[config.mk]
export PLATFORM = sky130hd
export DESIGN_NAME = pc_sequencer
export DESIGN_NICKNAME = d
export VERILOG_FILES = /design/src/rtl/pc_sequencer.sv
export SDC_FILE = /design/constraint.sdc
export NUM_CORES = 1
export LEC_CHECK = 0
export BUFFER_PORTS_ARGS = -buffer_cell sky130_fd_sc_hd__buf_2
export CAP_MARGIN = 20
export CORE_UTILIZATION = 42
export DETAILED_ROUTE_END_ITERATION = 12
export GPL_TIMING_DRIVEN = 0
export PLACE_DENSITY = 0.65
export SETUP_SLACK_MARGIN = 0.4
export SYNTH_ARGS = -nofsm -noshare
export SYNTH_HDL_FRONTEND = slang
export SYNTH_SLANG_ARGS = --single-unit
[constraint.sdc]
create_clock -name CLK -period 16.5 [get_ports CLK]
set_input_delay 4.95 -clock CLK [delete_from_list [all_inputs] [get_ports CLK]]
set_output_delay 4.95 -clock CLK [all_outputs]
set_load 0.1 [all_outputs]
[src/rtl/pc_sequencer.sv]
// Program-counter sequencer: sequential, PC-relative, conditional and register-indirect next-PC selection.
// Optional return-address stack is compiled in when PC_SEQUENCER_RAS_EN is defined.
module pc_sequencer #(
  parameter int               WIDTH     = 64,
  parameter logic [WIDTH-1:0] RESET_PC  = '0,
  parameter int               IMM_SHIFT = 2,
  parameter int               RAS_DEPTH = 4
) (
  input  logic             CLK,
  input  logic             Reset,
  input  logic             Stall,
  input  logic             Branch,
  input  logic             BranchNZ,
  input  logic             ALUZero,
  input  logic             Uncondbranch,
  input  logic             Link,
  input  logic             RegBranch,
  input  logic             Ret,
  input  logic [WIDTH-1:0] RegTarget,
  input  logic [WIDTH-1:0] SignExtImm,
  output logic [WIDTH-1:0] CurrentPC,
  output logic [WIDTH-1:0] NextPC,
  output logic             Taken,
  output logic             RasEmpty
);

  logic [WIDTH-1:0] current_pc_q;
  logic [WIDTH-1:0] current_pc_d;
  logic [WIDTH-1:0] seq_pc_s;
  logic [WIDTH-1:0] rel_pc_s;
  logic [WIDTH-1:0] next_pc_s;
  logic             taken_s;
  logic             cond_met_s;
  logic             ras_hit_s;
  logic [WIDTH-1:0] ras_top_s;

  assign seq_pc_s   = current_pc_q + WIDTH'(4);
  assign rel_pc_s   = current_pc_q + (SignExtImm << IMM_SHIFT);
  assign cond_met_s = BranchNZ ? ~ALUZero : ALUZero;

`ifdef PC_SEQUENCER_RAS_EN
  localparam int PTR_W = $clog2(RAS_DEPTH);
  localparam int CNT_W = PTR_W + 1;

  logic [WIDTH-1:0] ras_q [RAS_DEPTH];
  logic [PTR_W-1:0] wr_ptr_q;
  logic [PTR_W-1:0] wr_ptr_d;
  logic [PTR_W-1:0] top_ptr_s;
  logic [CNT_W-1:0] count_q;
  logic [CNT_W-1:0] count_d;
  logic             ras_empty_q;
  logic             ras_empty_d;
  logic             push_s;
  logic             pop_s;

  // wr_ptr always points at the slot the next push fills; a full stack overwrites the oldest entry.
  assign top_ptr_s = wr_ptr_q - PTR_W'(1);
  assign ras_top_s = ras_q[top_ptr_s];
  assign ras_hit_s = Ret & (count_q != CNT_W'(0));
  assign push_s    = ~Stall & Uncondbranch & Link & ~RegBranch;
  assign pop_s     = ~Stall & RegBranch & ras_hit_s;

  // Stack pointer and occupancy update for push/pop.
  always_comb begin
    wr_ptr_d = wr_ptr_q;
    count_d  = count_q;
    if (push_s) begin
      wr_ptr_d = wr_ptr_q + PTR_W'(1);
      if (count_q != CNT_W'(RAS_DEPTH)) begin
        count_d = count_q + CNT_W'(1);
      end else begin
        count_d = count_q;
      end
    end else if (pop_s) begin
      wr_ptr_d = top_ptr_s;
      count_d  = count_q - CNT_W'(1);
    end else begin
      wr_ptr_d = wr_ptr_q;
      count_d  = count_q;
    end
    ras_empty_d = (count_d == CNT_W'(0));
  end

  // Stack control registers.
  always_ff @(posedge CLK) begin
    if (Reset) begin
      wr_ptr_q    <= '0;
      count_q     <= '0;
      ras_empty_q <= 1'b1;
    end else begin
      wr_ptr_q    <= wr_ptr_d;
      count_q     <= count_d;
      ras_empty_q <= ras_empty_d;
    end
  end

  // Stack storage; contents are meaningless while count is zero, so no reset is needed.
  always_ff @(posedge CLK) begin
    if (!Reset && push_s) begin
      ras_q[wr_ptr_q] <= seq_pc_s;
    end
  end

  assign RasEmpty = ras_empty_q;
`else
  logic unused_ras_s;

  assign ras_hit_s    = 1'b0;
  assign ras_top_s    = '0;
  assign RasEmpty     = 1'b1;
  assign unused_ras_s = Link ^ Ret ^ RAS_DEPTH[0];
`endif

  // Next-PC priority: register branch, then unconditional, then conditional, else sequential.
  always_comb begin
    next_pc_s = seq_pc_s;
    taken_s   = 1'b0;
    if (RegBranch) begin
      taken_s   = 1'b1;
      next_pc_s = ras_hit_s ? ras_top_s : RegTarget;
    end else if (Uncondbranch) begin
      taken_s   = 1'b1;
      next_pc_s = rel_pc_s;
    end else if (Branch && cond_met_s) begin
      taken_s   = 1'b1;
      next_pc_s = rel_pc_s;
    end else begin
      taken_s   = 1'b0;
      next_pc_s = seq_pc_s;
    end
    current_pc_d = Stall ? current_pc_q : next_pc_s;
  end

  // PC register.
  always_ff @(posedge CLK) begin
    if (Reset) begin
      current_pc_q <= RESET_PC;
    end else begin
      current_pc_q <= current_pc_d;
    end
  end

  assign CurrentPC = current_pc_q;
  assign NextPC    = next_pc_s;
  assign Taken     = taken_s;

endmodule

Yosys cells after proc, flatten, opt, wreduce, memory -nomap -nowiden

Cells that the tools add are included.

Register bits: 64
Input port bits: 138
Output and inout port bits: 130
Logic and storage cells: 12

Add/sub/neg operators: 2
Multiplexer cells: 7
Bitwise logic cells: 1
Reductions and logical operators: 1

Operators with widths:

| operator                | number |
|---|---|
| $mux W64                | 3 |
| $add A64 B3 Y64 const B | 1 |
| $add A64 B64 Y64        | 1 |
| $mux W1                 | 4 |
| $logic_and A1 B1 Y1     | 1 |
| $not A1 Y1              | 1 |

Longest topological paths before layout

Depth after elaboration: 6
Depth in mapped cells: 11
Depth with buffers taken out: 11

Worst setup path before layout

No wires, ideal clock.

Kind: in2out
Start: in SignExtImm[2]
End: out NextPC[23]
Arrival: 9839 ps
Required time: 11550 ps
Setup slack: 1711 ps
Stages: 8
Buffers on the path: 0
Cell sequence: ha_1 and3_1 a221oi_1 o21ai_0 and2_1 o21bai_1 a21oi_1 o41ai_1

Longest elaborated chain between the ends: 4

Ends and longest elaborated chain:

| item               | RTL line | RTL |
|---|---|---|
| start: declaration | 20       | `input logic [WIDTH-1:0] SignExtImm,` |
| $add A64 B64 Y64 * | 38       | `assign rel_pc_s = current_pc_q + (SignExtImm << IMM_SHIFT);` |
| $mux W64           | 124      | `end else if (Branch && cond_met_s) begin` |
| $mux W64 *         | 121      | `end else if (Uncondbranch) begin` |
| $mux W64 *         | 118      | `if (RegBranch) begin` |
| end: declaration   | 22       | `output logic [WIDTH-1:0] NextPC,` |

Every way passes the cells marked *; elsewhere a longest branch is shown, timed or not.

Final worst setup path

Start: in SignExtImm[0]
End: out NextPC[52]

Same word-level chain as after synthesis.

==> impl_metrics.ini <==
[finish]
diodes = 0
fillers = 2144
area.growth.synth_to_final_pct = 22.5
finalNetCount = 1735
final_util = 0.526
drive_above_1_share = 0.211
largest_reg_flops = 64

[hold_path]
hold_class = reg2reg
min-delay-start = CurrentPC[0]$_SDFFE_PP0N_

[pwr]
power_density_mw_per_mm2 = 97.2
irDropWorstVdd_uv = 55.6
swShare = 0.580
p_comb_frac = 0.601
p_int_uw = 436
p_sw_uw = 601
power.leakage_uw = 0.00490
clock_power_share = 0.209
p_seq_frac = 0.189

[timing]
rsz0062_at_grt = no
slew_viol_final = 0
tightest_slew_ps = 1110
finalSetupViolCount = 0
timing.final.ws_setup_ps = 2380
slew_headroom = 0.259
hold_violations = 0
skew_ps = 14.7
finalCritPeriodShare = 0.856
fin_tns_setup_ps = 0
max_freq_ghz = 0.0708
min_period_ps = 14120

[clock_network]
post_cts_resized = 0
clk_path_buf_depth = 2
cts_hold_buffers = 0
numCtsBuffers = 9
cts.sinks = 64
clk_latency_ps = 360
cts_tree = yes
h-tree-depth = 3
postCtsSetupBuffers = 0
cts.clk_slew.worst_paths_ps = 70
cts-root-buf = clkbuf_16

[drt]
routed_wl_um = 42300
drtAntennaViolNets = 0
vias = 11388
dr.max_layer_used = met4
drc = 0
dr.pass1.iters = 6
wire_per_inst_um = 23.4
met3_length_um = 4300
wl_met1_um = 17500
first_iter_violations = 1079
viasPerCell = 6.30
wl_met2_um = 18800

[global_route]
grt.total_usage = 0.385
grt_pass1_wl_um = 62400
grt_pass1_vias = 10456
grt_start_max_net_pins = 12
grt_antenna_before_repair = 0
gr-total-overflow = 0

[floorplan]
fp.dieW_um = 146
io_pins = 268
core_region_area_mm2 = 0.0203
start_util = 0.429
die-area_mm2 = 0.0213
rows = 52
die_y_um = 146

[place]
dp_hpwl_um = 32300
port_buffers = 260
place_ws_ps = 2550
gp_congestion = 0.997

[synth]
synthTopCellsByArea = dfxtp_1 (15%), ha_1 (8.9%), nand2_1 (6.9%)
ys_async_sr_fraction = 0
ys_seq_elements = 64
synth_area_leader_cell = dfxtp_1
synth_fp_nets = 1462
avgSynthCellArea_um2 = 6.91
synth_edf_count = 0
synth_area_mm2 = 0.00871
synth.distinct_cells = 82
yosys_warnings = 0
synth_top_flop_cell = dfxtp_1
yosysTopAreaCellShare = 0.147
syn_inst = 1261
ys_seq_area_frac = 0.147

[setup_path]
cp-start-kind = input pin
crit_path_end_kind = primary output
path_max_fanout = 5
crit_type = in2out
reg2reg_from = CurrentPC[2]$_SDFFE_PP0N_
cp_data_arrival_time_ps = 9170
critPathLaunch = SignExtImm[0]
crit_required_ps = 11550

[run]
drv_cap = 0

[outcome]
outcome = finished, final reports clean
[final cells by class]
class / count / area [µm²] / share of cell area
flip-flops and latches: 64 / 1280 / 0.120
clock inverters: 5 / 55.1 / 0.00516
clock buffers: 11 / 253 / 0.0237
well taps: 270 / 338 / 0.0317
inverters: 41 / 154 / 0.0144
repair buffers: 262 / 1320 / 0.123
multi-input cells: 1085 / 6990 / 0.655
plain buffers: 71 / 288 / 0.0270
[through the flow]
step | power, µW | hold slack, ps | cells | instance area [µm²]
floorplan | 670 | 913 | 1261 | 8710
global placement | 809 | 466 | 1791 | 10300
detailed placement | 809 | 479 | 1793 | 10400
CTS | 1020 | 488 | 1809 | 10700
global route | 1070 | 509 | 1809 | 10700
finish | 1040 | 483 | 1809 | 10700
[cells by family (layout without fill, tap and decap cells)]
kind of cell    after synthesis  after routing  synth area share
mux                          33             33            0.0398
other cells                   1              1          0.000431
buf+inv                     112            390            0.0507
xor+xnor                     90             90            0.0905
simple gates                490            490             0.270
flops                        64             64             0.147
compound gates              408            408             0.310
fa+ha+maj                    63             63            0.0914
[cells in the mapped netlist (30+ instances only)]
cell	count
nand2_1	161
inv_1	40
nand3_1	43
a21oi_1	120
o21ai_0	75
ha_1	62
xnor2_1	47
xor2_1	43
dfxtp_1	64
clkbuf_1	56
nor3_1	30
nor2_1	130
nand4_1	37
[worst paths after layout]
path / endpoint / slack [ps] / depth (start not counted)
min reg2reg: CurrentPC[0]$_SDFFE_PP0N_ / 480 / 2
max: NextPC[52] / 2380 / 13
min: CurrentPC[0]$_SDFFE_PP0N_ / 480 / 2
max reg2reg: CurrentPC[52]$_SDFFE_PP0N_ / 12320 / 11
[layout by cell type (no fill, tap or decap), types with 20 or more instances in the layout]
master / instances
nand4_1: 37
o21ai_0: 75
xor2_1: 43
inv_1: 40
ha_1: 62
nor3_1: 30
and3_1: 23
xnor2_1: 47
a21o_1: 27
nand2_1: 161
clkbuf_1: 56
nor2_1: 130
a21oi_1: 120
dfxtp_1: 64
a211oi_1: 24
mux2i_1: 20
buf_2: 268
nand3_1: 43
[power by group through the flow]
stage | Clock (µW) | Combinational [µW] | Sequential [µW]
floorplan | 0 | 385 | 284
global placement | 0 | 610 | 198
detailed placement | 0 | 611 | 199
CTS | 216 | 613 | 195
global route | 222 | 652 | 198
finish | 217 | 624 | 197
[per-layer routing]
layer | track usage | vias up
li1 | - | 5250
met1 | 0.518 | 5308
met2 | 0.618 | 719
met3 | 0.0486 | 111
met4 | 0.166 | 0
met5 | 0 | -
[critical path: stages]
cell      delay (ps)
buf_2            100
ha_1             220
fa_1             430
a211oi_1         380
o21ai_1          240
a21o_1           230
a31oi_1          680
nor3_1           190
o211ai_1         480
and2_1           240
mux2_2           360
nor2_1           190
buf_2            460
(Power assumes the default switching activity.)
